File: src/rtl/vx_tex_dcr_master_if.sv
// Texture DCR types/addresses and the DCR write bus shared by initiator and tex slave.
// The bus is write-only with no backpressure.
package vx_tex_pkg;
  localparam int DCR_ADDR_WIDTH  = 12;
  localparam int TEX_LOD_MAX     = 3;
  localparam int TEX_LOD_BITS    = 4;
  localparam int TEX_ADDR_BITS   = 32;
  localparam int TEX_FORMAT_BITS = 3;
  localparam int TEX_FILTER_BITS = 2;
  localparam int TEX_WRAP_BITS   = 2;
  localparam int TEX_MIPOFF_BITS = 20;
  localparam int TEX_DCR_ITEMS   = 6 + TEX_LOD_MAX + 1;

  localparam logic [DCR_ADDR_WIDTH-1:0] DCR_TEX_STAGE   = 12'h0C0;
  localparam logic [DCR_ADDR_WIDTH-1:0] DCR_TEX_ADDR    = 12'h0C1;
  localparam logic [DCR_ADDR_WIDTH-1:0] DCR_TEX_FORMAT  = 12'h0C2;
  localparam logic [DCR_ADDR_WIDTH-1:0] DCR_TEX_FILTER  = 12'h0C3;
  localparam logic [DCR_ADDR_WIDTH-1:0] DCR_TEX_WRAP    = 12'h0C4;
  localparam logic [DCR_ADDR_WIDTH-1:0] DCR_TEX_LOGDIM  = 12'h0C5;
  localparam logic [DCR_ADDR_WIDTH-1:0] DCR_TEX_MIPOFF0 = 12'h0C6;

  function automatic logic [DCR_ADDR_WIDTH-1:0] dcr_tex_mipoff(int j);
    return DCR_TEX_MIPOFF0 + DCR_ADDR_WIDTH'(j);
  endfunction

  typedef struct packed {
    logic [TEX_ADDR_BITS-1:0]                   baseaddr;
    logic [TEX_FORMAT_BITS-1:0]                 format;
    logic [TEX_FILTER_BITS-1:0]                 filter;
    logic [1:0][TEX_WRAP_BITS-1:0]              wraps;
    logic [1:0][TEX_LOD_BITS-1:0]               logdims;
    logic [TEX_LOD_MAX:0][TEX_MIPOFF_BITS-1:0]  mipoff;
  } tex_dcrs_t;
endpackage

interface vx_dcr_bus_if;
  logic                                  write_valid;
  logic [vx_tex_pkg::DCR_ADDR_WIDTH-1:0] write_addr;
  logic [31:0]                           write_data;

  modport master (output write_valid, write_addr, write_data);
  modport slave  (input  write_valid, write_addr, write_data);
endinterface

File: src/rtl/vx_tex_dcr_master.sv
// Serialises a texture stage descriptor into DCR writes, skipping registers whose
// value already matches the per-stage shadow copy.
module vx_tex_dcr_master import vx_tex_pkg::*; #(
  parameter string INSTANCE_ID = "",
  parameter int    NUM_STAGES  = 1,
  parameter int    GAP_CYCLES  = 0,
  localparam int   STAGE_W     = (NUM_STAGES > 1) ? $clog2(NUM_STAGES) : 1
) (
  input  logic               clk,
  input  logic               reset,
  input  logic               req_valid,
  output logic               req_ready,
  input  logic [STAGE_W-1:0] req_stage,
  input  tex_dcrs_t          req_dcrs,
  input  logic               req_force,
  output logic               busy,
  output logic               done,
  vx_dcr_bus_if.master       dcr_bus_if
);
  localparam int N     = TEX_DCR_ITEMS;
  localparam int NSLOT = 1 << STAGE_W;
  localparam int GAP_W = (GAP_CYCLES > 1) ? $clog2(GAP_CYCLES) : 1;
  localparam logic [GAP_W-1:0] GAP_LOAD = GAP_W'((GAP_CYCLES > 0) ? GAP_CYCLES - 1 : 0);

  function automatic logic [N-1:0][DCR_ADDR_WIDTH-1:0] item_addrs();
    logic [N-1:0][DCR_ADDR_WIDTH-1:0] a;
    a[0] = DCR_TEX_STAGE;
    a[1] = DCR_TEX_ADDR;
    a[2] = DCR_TEX_FORMAT;
    a[3] = DCR_TEX_FILTER;
    a[4] = DCR_TEX_WRAP;
    a[5] = DCR_TEX_LOGDIM;
    for (int j = 0; j <= TEX_LOD_MAX; j++) a[6+j] = dcr_tex_mipoff(j);
    return a;
  endfunction
  localparam logic [N-1:0][DCR_ADDR_WIDTH-1:0] ITEM_ADDR = item_addrs();

  typedef enum logic [1:0] {IDLE, ISSUE, GAP, FIN} state_t;

  state_t                    state, state_n;
  logic [N-1:0]              mask, mask_n, dirty, pick;
  logic                      issue;
  logic [STAGE_W-1:0]        stage_q, cur_stage;
  logic                      cur_stage_valid;
  tex_dcrs_t                 dcrs_q;
  tex_dcrs_t                 shadow [NSLOT];
  logic [NSLOT-1:0]          shadow_valid;
  logic [GAP_W-1:0]          gap_cnt;
  logic                      wr_valid_q;
  logic [DCR_ADDR_WIDTH-1:0] wr_addr_q, sel_addr;
  logic [31:0]               wr_data_q, sel_data;

  // Packed register images: 0 = incoming request, 1 = shadow of the requested stage,
  // 2 = latched descriptor being issued.
  tex_dcrs_t              src [3];
  logic [2:0][N-1:0][31:0] pk;

  assign src[0] = req_dcrs;
  assign src[1] = shadow[req_stage];
  assign src[2] = dcrs_q;

  for (genvar s = 0; s < 3; s++) begin : g_pack
    if (s == 2) begin : g_stg
      assign pk[s][0] = 32'(stage_q);
    end else begin : g_nostg
      assign pk[s][0] = '0;
    end
    assign pk[s][1] = 32'(src[s].baseaddr);
    assign pk[s][2] = 32'(src[s].format);
    assign pk[s][3] = 32'(src[s].filter);
    assign pk[s][4] = {{(16-TEX_WRAP_BITS){1'b0}}, src[s].wraps[1],
                       {(16-TEX_WRAP_BITS){1'b0}}, src[s].wraps[0]};
    assign pk[s][5] = {{(16-TEX_LOD_BITS){1'b0}}, src[s].logdims[1],
                       {(16-TEX_LOD_BITS){1'b0}}, src[s].logdims[0]};
    for (genvar j = 0; j <= TEX_LOD_MAX; j++) begin : g_mip
      assign pk[s][6+j] = 32'(src[s].mipoff[j]);
    end
  end

  assign dirty[0] = req_force || !cur_stage_valid || (req_stage != cur_stage);
  for (genvar i = 1; i < N; i++) begin : g_dirty
    assign dirty[i] = req_force || !shadow_valid[req_stage] || (pk[0][i] != pk[1][i]);
  end

  // Lowest pending item wins; clean items never occupy a cycle.
  assign pick = mask & (~mask + N'(1));

  always_comb begin
    sel_addr = '0;
    sel_data = '0;
    for (int i = 0; i < N; i++) begin
      if (pick[i]) begin
        sel_addr = ITEM_ADDR[i];
        sel_data = pk[2][i];
      end
    end
  end

  always_comb begin
    state_n = state;
    mask_n  = mask;
    issue   = 1'b0;
    case (state)
      IDLE: if (req_valid) begin
        mask_n  = dirty;
        state_n = (|dirty) ? ISSUE : FIN;
      end
      ISSUE: begin
        issue  = 1'b1;
        mask_n = mask & ~pick;
        if (GAP_CYCLES > 0)   state_n = GAP;
        else if (~|mask_n)    state_n = FIN;
      end
      GAP: if (gap_cnt == '0) state_n = (|mask) ? ISSUE : FIN;
      FIN: state_n = IDLE;
      default: state_n = IDLE;
    endcase
  end

  always_ff @(posedge clk) begin
    if (reset) begin
      state           <= IDLE;
      mask            <= '0;
      gap_cnt         <= '0;
      stage_q         <= '0;
      cur_stage       <= '0;
      cur_stage_valid <= 1'b0;
      shadow_valid    <= '0;
      wr_valid_q      <= 1'b0;
      wr_addr_q       <= '0;
      wr_data_q       <= '0;
      done            <= 1'b0;
    end else begin
      state      <= state_n;
      mask       <= mask_n;
      wr_valid_q <= issue;
      done       <= (state == FIN);
      if (issue) begin
        wr_addr_q <= sel_addr;
        wr_data_q <= sel_data;
        gap_cnt   <= GAP_LOAD;
      end else if (state == GAP) begin
        gap_cnt   <= gap_cnt - GAP_W'(1);
      end
      if (state == IDLE && req_valid) stage_q <= req_stage;
      if (state == FIN) begin
        shadow_valid[stage_q] <= 1'b1;
        cur_stage             <= stage_q;
        cur_stage_valid       <= 1'b1;
      end
    end
  end

  // Data-only storage; validity lives in the reset-cleared bits above.
  always_ff @(posedge clk) begin
    if (state == IDLE && req_valid) dcrs_q <= req_dcrs;
    if (state == FIN) shadow[stage_q] <= dcrs_q;
  end

  assign req_ready              = (state == IDLE) && !reset;
  assign busy                   = (state != IDLE) && !reset;
  assign dcr_bus_if.write_valid = wr_valid_q;
  assign dcr_bus_if.write_addr  = wr_addr_q;
  assign dcr_bus_if.write_data  = wr_data_q;

endmodule

File: src/flat_wrapper.sv
// flat-port wrapper written by rule: the top's interface ports become plain ports
module vx_tex_dcr_master_flat import vx_tex_pkg::*;
#(
  parameter string INSTANCE_ID = "",
  parameter int    NUM_STAGES  = 1,
  parameter int    GAP_CYCLES  = 0,
  localparam int   STAGE_W     = (NUM_STAGES > 1) ? $clog2(NUM_STAGES) : 1
)
  (clk, reset, req_valid, req_ready, req_stage, req_dcrs, req_force, busy, done, dcr_bus_if_write_valid, dcr_bus_if_write_addr, dcr_bus_if_write_data);
  vx_dcr_bus_if dcr_bus_if_i ();
  input  logic clk;
  input  logic reset;
  input  logic req_valid;
  output logic req_ready;
  input  logic [STAGE_W-1:0] req_stage;
  input  tex_dcrs_t req_dcrs;
  input  logic req_force;
  output logic busy;
  output logic done;
  output wire logic [$bits(dcr_bus_if_i.write_valid)-1:0] dcr_bus_if_write_valid;
  output wire logic [$bits(dcr_bus_if_i.write_addr)-1:0] dcr_bus_if_write_addr;
  output wire logic [$bits(dcr_bus_if_i.write_data)-1:0] dcr_bus_if_write_data;
  assign dcr_bus_if_write_valid = dcr_bus_if_i.write_valid;
  assign dcr_bus_if_write_addr = dcr_bus_if_i.write_addr;
  assign dcr_bus_if_write_data = dcr_bus_if_i.write_data;
  vx_tex_dcr_master #(.INSTANCE_ID(INSTANCE_ID), .NUM_STAGES(NUM_STAGES), .GAP_CYCLES(GAP_CYCLES)) u_core (.clk(clk), .reset(reset), .req_valid(req_valid), .req_ready(req_ready), .req_stage(req_stage), .req_dcrs(req_dcrs), .req_force(req_force), .busy(busy), .done(done), .dcr_bus_if(dcr_bus_if_i));
endmodule
File: config.mk
export PLATFORM = sky130hd
export DESIGN_NAME = vx_tex_dcr_master_flat
export DESIGN_NICKNAME = d
export VERILOG_FILES = /design/src/rtl/vx_tex_dcr_master_if.sv /design/src/rtl/vx_tex_dcr_master.sv /design/src/flat_wrapper.sv
export SDC_FILE = /design/constraint.sdc
export NUM_CORES = 1
export LEC_CHECK = 0
export BUFFER_PORTS_ARGS = -buffer_cell sky130_fd_sc_hd__buf_2
export CORE_UTILIZATION = 58
export CTS_CLUSTER_DIAMETER = 40
export DETAILED_ROUTE_END_ITERATION = 6
export GPL_ROUTABILITY_DRIVEN = 0
export GPL_TIMING_DRIVEN = 0
export PLACE_DENSITY_LB_ADDON = 0.15
export SYNTH_ARGS = -nofsm -noshare
export SYNTH_HDL_FRONTEND = slang
export SYNTH_SLANG_ARGS = --single-unit
export TNS_END_PERCENT = 10
File: constraint.sdc
create_clock -name clk -period 7.9 [get_ports clk]
set_input_delay 1.58 -clock clk [delete_from_list [all_inputs] [get_ports clk]]
set_output_delay 1.58 -clock clk [all_outputs]
set_load 0.05 [all_outputs]
# After elaboration in Yosys (flattened, before gate mapping)
# Memories as Yosys holds them, arrays and structs flattened.
# Index checks and enable logic that the tools add are counted.
dict set report classes {
  addsub 2
  magnitude_cmp 3
  eq_ne 16
  n_mux 35
  bitwise 5
  reduce_logical 28
}
# operator n
set ops {}
lappend ops {{$mux W32} 9}
lappend ops {{$mux W8} 10}
lappend ops {{$ne A20 B20 Y1} 4}
lappend ops {{$ne A32 B32 Y1} 1}
lappend ops {{$reduce_or A10 Y1} 3}
lappend ops {{$and A10 B10 Y10} 2}
lappend ops {{$not A10 Y10} 2}
lappend ops {{$pmux W10 S2} 1}
lappend ops {{$logic_or A1 B1 Y1} 12}
lappend ops {{$add A10 B1 Y10 const B} 1}
lappend ops {{$mux W10} 1}
lappend ops {{$mux W2} 5}
lappend ops {{$ne A8 B8 Y1} 1}
lappend ops {{$pmux W2 S4} 1}
lappend ops {{$mux W1} 7}
lappend ops {{$ne A2 B2 Y1 const B} 3}
lappend ops {{$eq A2 B2 Y1 const B} 2}
lappend ops {{$logic_and A1 B1 Y1} 4}
lappend ops {{$lt A1 B2 Y1 const B} 2}
lappend ops {{$ne A4 B4 Y1} 1}
lappend ops {{$reduce_bool A2 Y1} 2}
lappend ops {{$logic_not A1 Y1} 3}
lappend ops {{$ne A3 B3 Y1} 1}
lappend ops {{$reduce_and A3 Y1} 1}
lappend ops {{other kinds (10)} 10}
dict set report word_totals {
  register_bits 193
  ram_bits 258
  inputBits 134
  out_inout_bits 48
  elab_cells 112
  mem_count 1
}
# memory words word_bits read_ports rd_ports_with_merged_regs wr line
set mem_list {}
lappend mem_list {u_core.shadow 2 129 1 0 1 vx_tex_dcr_master.sv:46} ;# tex_dcrs_t shadow [NSLOT];

# Longest topological paths before layout
dict set report depth {
  ltp_word 13
  ltp_mapped 10
  mapped_depth_nobuf 7
}

# Worst setup path before layout
# OpenSTA, ideal clock, no wires.
dict set report synth_path {
  path_type {flip-flop to flip-flop}
  startpoint {register u_core.state[1]}
  endpoint {memory u_core.shadow[0][0] (netlist name) (enable)}
  setup_time_ns 0.620
  t_arrival_ns 6.146
  t_required_ns 7.280
  path_slack_ns 1.133
  stages_incl_launch_ff 4
  path_buffers 1
  synth_period_minus_slack_ns 6.767
  cell_sequence {dfxtp_1 -> clkbuf_1 -> nand2_1 -> nor2_1}
}
dict set report synth_between {
  elab_chain_cells 3
}
# element line
set synth_lines {}
lappend synth_lines {{from (decl)} vx_tex_dcr_master.sv:40} ;# state_t state, state_n;
lappend synth_lines {{from (signal assigned)} vx_tex_dcr_master.sv:134} ;# state <= state_n;
lappend synth_lines {{$eq A2 B2 Y1} vx_tex_dcr_master.sv:157} ;# if (state == FIN) shadow[stage_q] <= dcrs_q;
lappend synth_lines {{$mux W1} vx_tex_dcr_master.sv:157}
lappend synth_lines {{$mux W1 (not written as such)} vx_tex_dcr_master.sv:157}
lappend synth_lines {{to (decl)} vx_tex_dcr_master.sv:46}
# No other way between the ends.

# Worst setup path in the final report
dict set report layout_path {
  startpoint {input port reset}
  endpoint {output port busy}
}
dict set report layout_between {
  elab_chain_cells 2
}
# element line
set layout_lines {}
lappend layout_lines {{from (decl)} flat_wrapper.sv:12} ;# input logic reset;
lappend layout_lines {{$logic_not A1 Y1} vx_tex_dcr_master.sv:161} ;# assign busy = (state != IDLE) && !reset;
lappend layout_lines {{$logic_and A1 B1 Y1} vx_tex_dcr_master.sv:161}
lappend layout_lines {{to (decl)} flat_wrapper.sv:18} ;# output logic busy;
# No other way between the ends.

==> summary.md <==
| Metric | Value |
|---|---|
| Status | `finished, final reports clean` |
| Gr ovfl total | `0` |
| Slew of the pin with the lowest slew margin | `between 900 and 1000 ps` |
| Latest clock arrival within the worst-skew pair | `560 ps` |
| Core region area | `about 0.03 mm²` |
| Clk slew on worst S/H paths | `60 ps` |
| Overall global routing resource usage | `0.290` |
| Inserted Clock Buffers | `50` |
| Reg2Reg Setup Slack | `4780 ps` |
| # IOs | `around 180` |
| Post-synthesis sequential area ratio | `0.733` |
| Hold WS | `460 ps` |
| IO Port Bufs | `173` |
| Min cycle time layout | `~4400 ps` |
| Gate Count Post-Synth | `about 1.1k` |
| Layout cell share with drive strength beyond 1 | `0.220` |
| Max Root-Sink Buffers | `3` |
| Post-CTS Setup Inserts | `0` |
| H-tree lvl count | `2` |
| RSZ-0062 raised after global routing | `false` |
| Antenna Nets Post-Route | `0` |
| Worst Hold Class | `flip-flop to flip-flop` |
| Vias | `between 10k and 15k` |
| Pwr dens | `312 mW/mm²` |
| Critical path capture point type | `output pin` |
| Pins Over Slew Limit | `0` |
| Nets | `approximately 1.5k` |
| Setup Viol. Count Final | `0` |
| Final hold vios | `0` |
| Post-route cell area | `between 0.02 and 0.025 mm²` |
| VDD IR max | `241 µV` |
| Iteration-0 DRC count of the detailed router | `1218` |
| # diodes | `0` |
| Syn Area/Cell | `16.0 µm²` |
| First-pass GRT wire length | `63900 µm` |
| DP HPWL | `29700 µm` |
| Leak Pwr | `7.44 nW` |
| Residual DRC | `0` |
| Max-cap viol count | `0` |
| Post-DP Area | `between 0.015 and 0.02 mm²` |
| DR WL/cell | `25.0 µm` |
| Fmax | `0.230 GHz` |
| Design Power | `6.47 mW` |
| Skew final | `17.5 ps` |
| Die Ht | `175 µm` |
| Setup WS post-layout | `3550 ps` |
| Post-synth top flop | `edfxtp_1` |
| WP data arrival | `2770 ps` |
| Layout Area Growth over Synthesis | `18.9%` |
| Die width | `~180 µm` |
| Initial core utilization | `0.589` |
| Vias in the first global route | `10.5k` |
| Root Driver | `clkbuf_16` |
| Dpl cells | `about 1.7k` |
| DR pass1 iterations | `6` |
| Final wirelength | `~44000 µm` |
| Slew margin rel. | `0.382` |
| Asr flop ratio synth | `0` |
| Place WS | `3530 ps` |
| Drt via density | `6.04` |
| Critical Path Start Type | `input port` |
| Post-synthesis register bit count | `around 440` |
| Netlist cell types | `47` |
| # hold bufs at CTS | `0` |
| Required @ worst endpoint | `6320 ps` |
| Crit path max fanout | `10` |
| Synth warnings | `0` |
| Synth Cell Area | `0.0174 mm²` |
| Row count | `63` |
| CTS resizes | `0` |
| CTS tree | `built` |
| Crit Path Category | `input port to output pin` |
| Final Non-Filler Cells | `about 1.8k` |
| Antenna violations before repair | `1` |
| Die area | `slightly above 0.03 mm²` |
| Number of flops mapped to enable cells by yosys | `387` |
| Fin crit share | `0.551` |
| Largest net degree at the start of global routing | `93` |
| CTS Sinks | `444` |
==> critical path: stages <==
cell	delay, ps
clkbuf_1	320
buf_1	490
nor2_1	140
buf_2	240
==> through the flow <==
step,utilization,setup TNS [ps]
floorplan,-,0
finish,0.701,0
CTS,0.701,0
global placement,0.636,-346630
global route,0.701,0
detailed placement,0.642,0
==> layout make-up <==
type,count,area [µm²]
multi-input cells,590,4390
plain buffers,54,282
clock inverters,32,347
flip-flops and latches,444,12800
fillers,2045,8850
well taps,390,488
repair buffers,181,1050
clock buffers,61,1380
inverters,4,20.0
==> Yosys cell counts (12+ instances only) <==
cell type  instances  area share
buf_2             12      0.0034
a21oi_1           37       0.011
nor4_1            30       0.011
xnor2_1          110       0.055
dfxtp_1           57       0.066
xor2_1            21       0.011
mux2i_1          131       0.075
nor2b_1           15      0.0054
clkbuf_1          27      0.0058
edfxtp_1         387        0.67
a22o_1            12      0.0060
nand2_1           42      0.0091
a222oi_1          15      0.0086
o21ai_0           28      0.0080
o211ai_1          19      0.0082
nor2_1            35      0.0075
==> logic make-up (layout without fill, tap and decap cells) <==
family	Yosys count	after routing	share of synthesized area
buffers and inverters	58	332	0.0170
flip-flops	444	444	0.733
XOR/XNOR	131	131	0.0659
multiplexers	131	131	0.0753
other	1	6	0.000215
AND/OR/NAND/NOR	169	169	0.0488
AO/OA/AOI/OAI	153	153	0.0601
==> flip-flops by register name, indices dropped and copies added (netlist names) <==
signal and flops:
u_core.cur_stage 1, u_core.dcr_bus_if.write_addr 5, u_core.state 2, u_core.dcrs_q 129, u_core.mask 10, u_core.cur_stage_valid 1
u_core.dcr_bus_if.write_valid 1, u_core.shadow_valid 2, u_core.stage_q 1, u_core.dcr_bus_if.write_data 32, u_core.shadow 258, u_core.done 1
u_core.gap_cnt 1
==> path summary, 6_finish.rpt <==
kind | from | endpoint | depth (start not counted)
setup / recovery | reset | busy | 4
hold / removal | u_core.dcr_bus_if.write_data[13]$_SDFFE_PP0P_ | u_core.dcr_bus_if.write_data[13]$_SDFFE_PP0P_ | 2
setup reg to reg | u_core.mask[2]$_SDFFE_PP0P_ | u_core.dcr_bus_if.write_data[12]$_SDFFE_PP0P_ | 9
hold reg to reg | u_core.dcr_bus_if.write_data[13]$_SDFFE_PP0P_ | u_core.dcr_bus_if.write_data[13]$_SDFFE_PP0P_ | 2
==> cells in the final DEF, fill, tap and decap left out, types with 12 or more instances in the layout <==
| cell | instances |
|---|---|
| edfxtp_1 | 387 |
| buf_2 | 185 |
| mux2i_1 | 131 |
| xnor2_1 | 110 |
| dfxtp_1 | 57 |
| clkbuf_16 | 52 |
| nand2_1 | 42 |
| a21oi_1 | 37 |
| nor2_1 | 34 |
| clkbuf_1 | 32 |
| nor4_1 | 30 |
| o21ai_0 | 28 |
| xor2_1 | 21 |
| o211ai_1 | 19 |
| nor2b_1 | 15 |
| a222oi_1 | 15 |
| a22o_1 | 12 |
==> per-layer routing <==
layer | global-route usage | part of all wire | wire (µm) | vias up
met2 | 0.468 | 0.48 | 20900 | 571
met5 | 0.00962 | 0.0010 | 45 | -
met1 | 0.397 | 0.40 | 17500 | 5277
met4 | 0.114 | 0.034 | 1510 | 4
li1 | - | - | - | 4654
met3 | 0.0450 | 0.088 | 3880 | 96
==> report_power, final <==
| group | internal, mW | switching [mW] |
|---|---|---|
| Sequential | 2.90 | 0.153 |
| Clock | 1.42 | 0.962 |
| Combinational | 0.314 | 0.726 |
| Total | 4.63 | 1.84 |
Note: power is estimated with default switching activity, not from simulation.
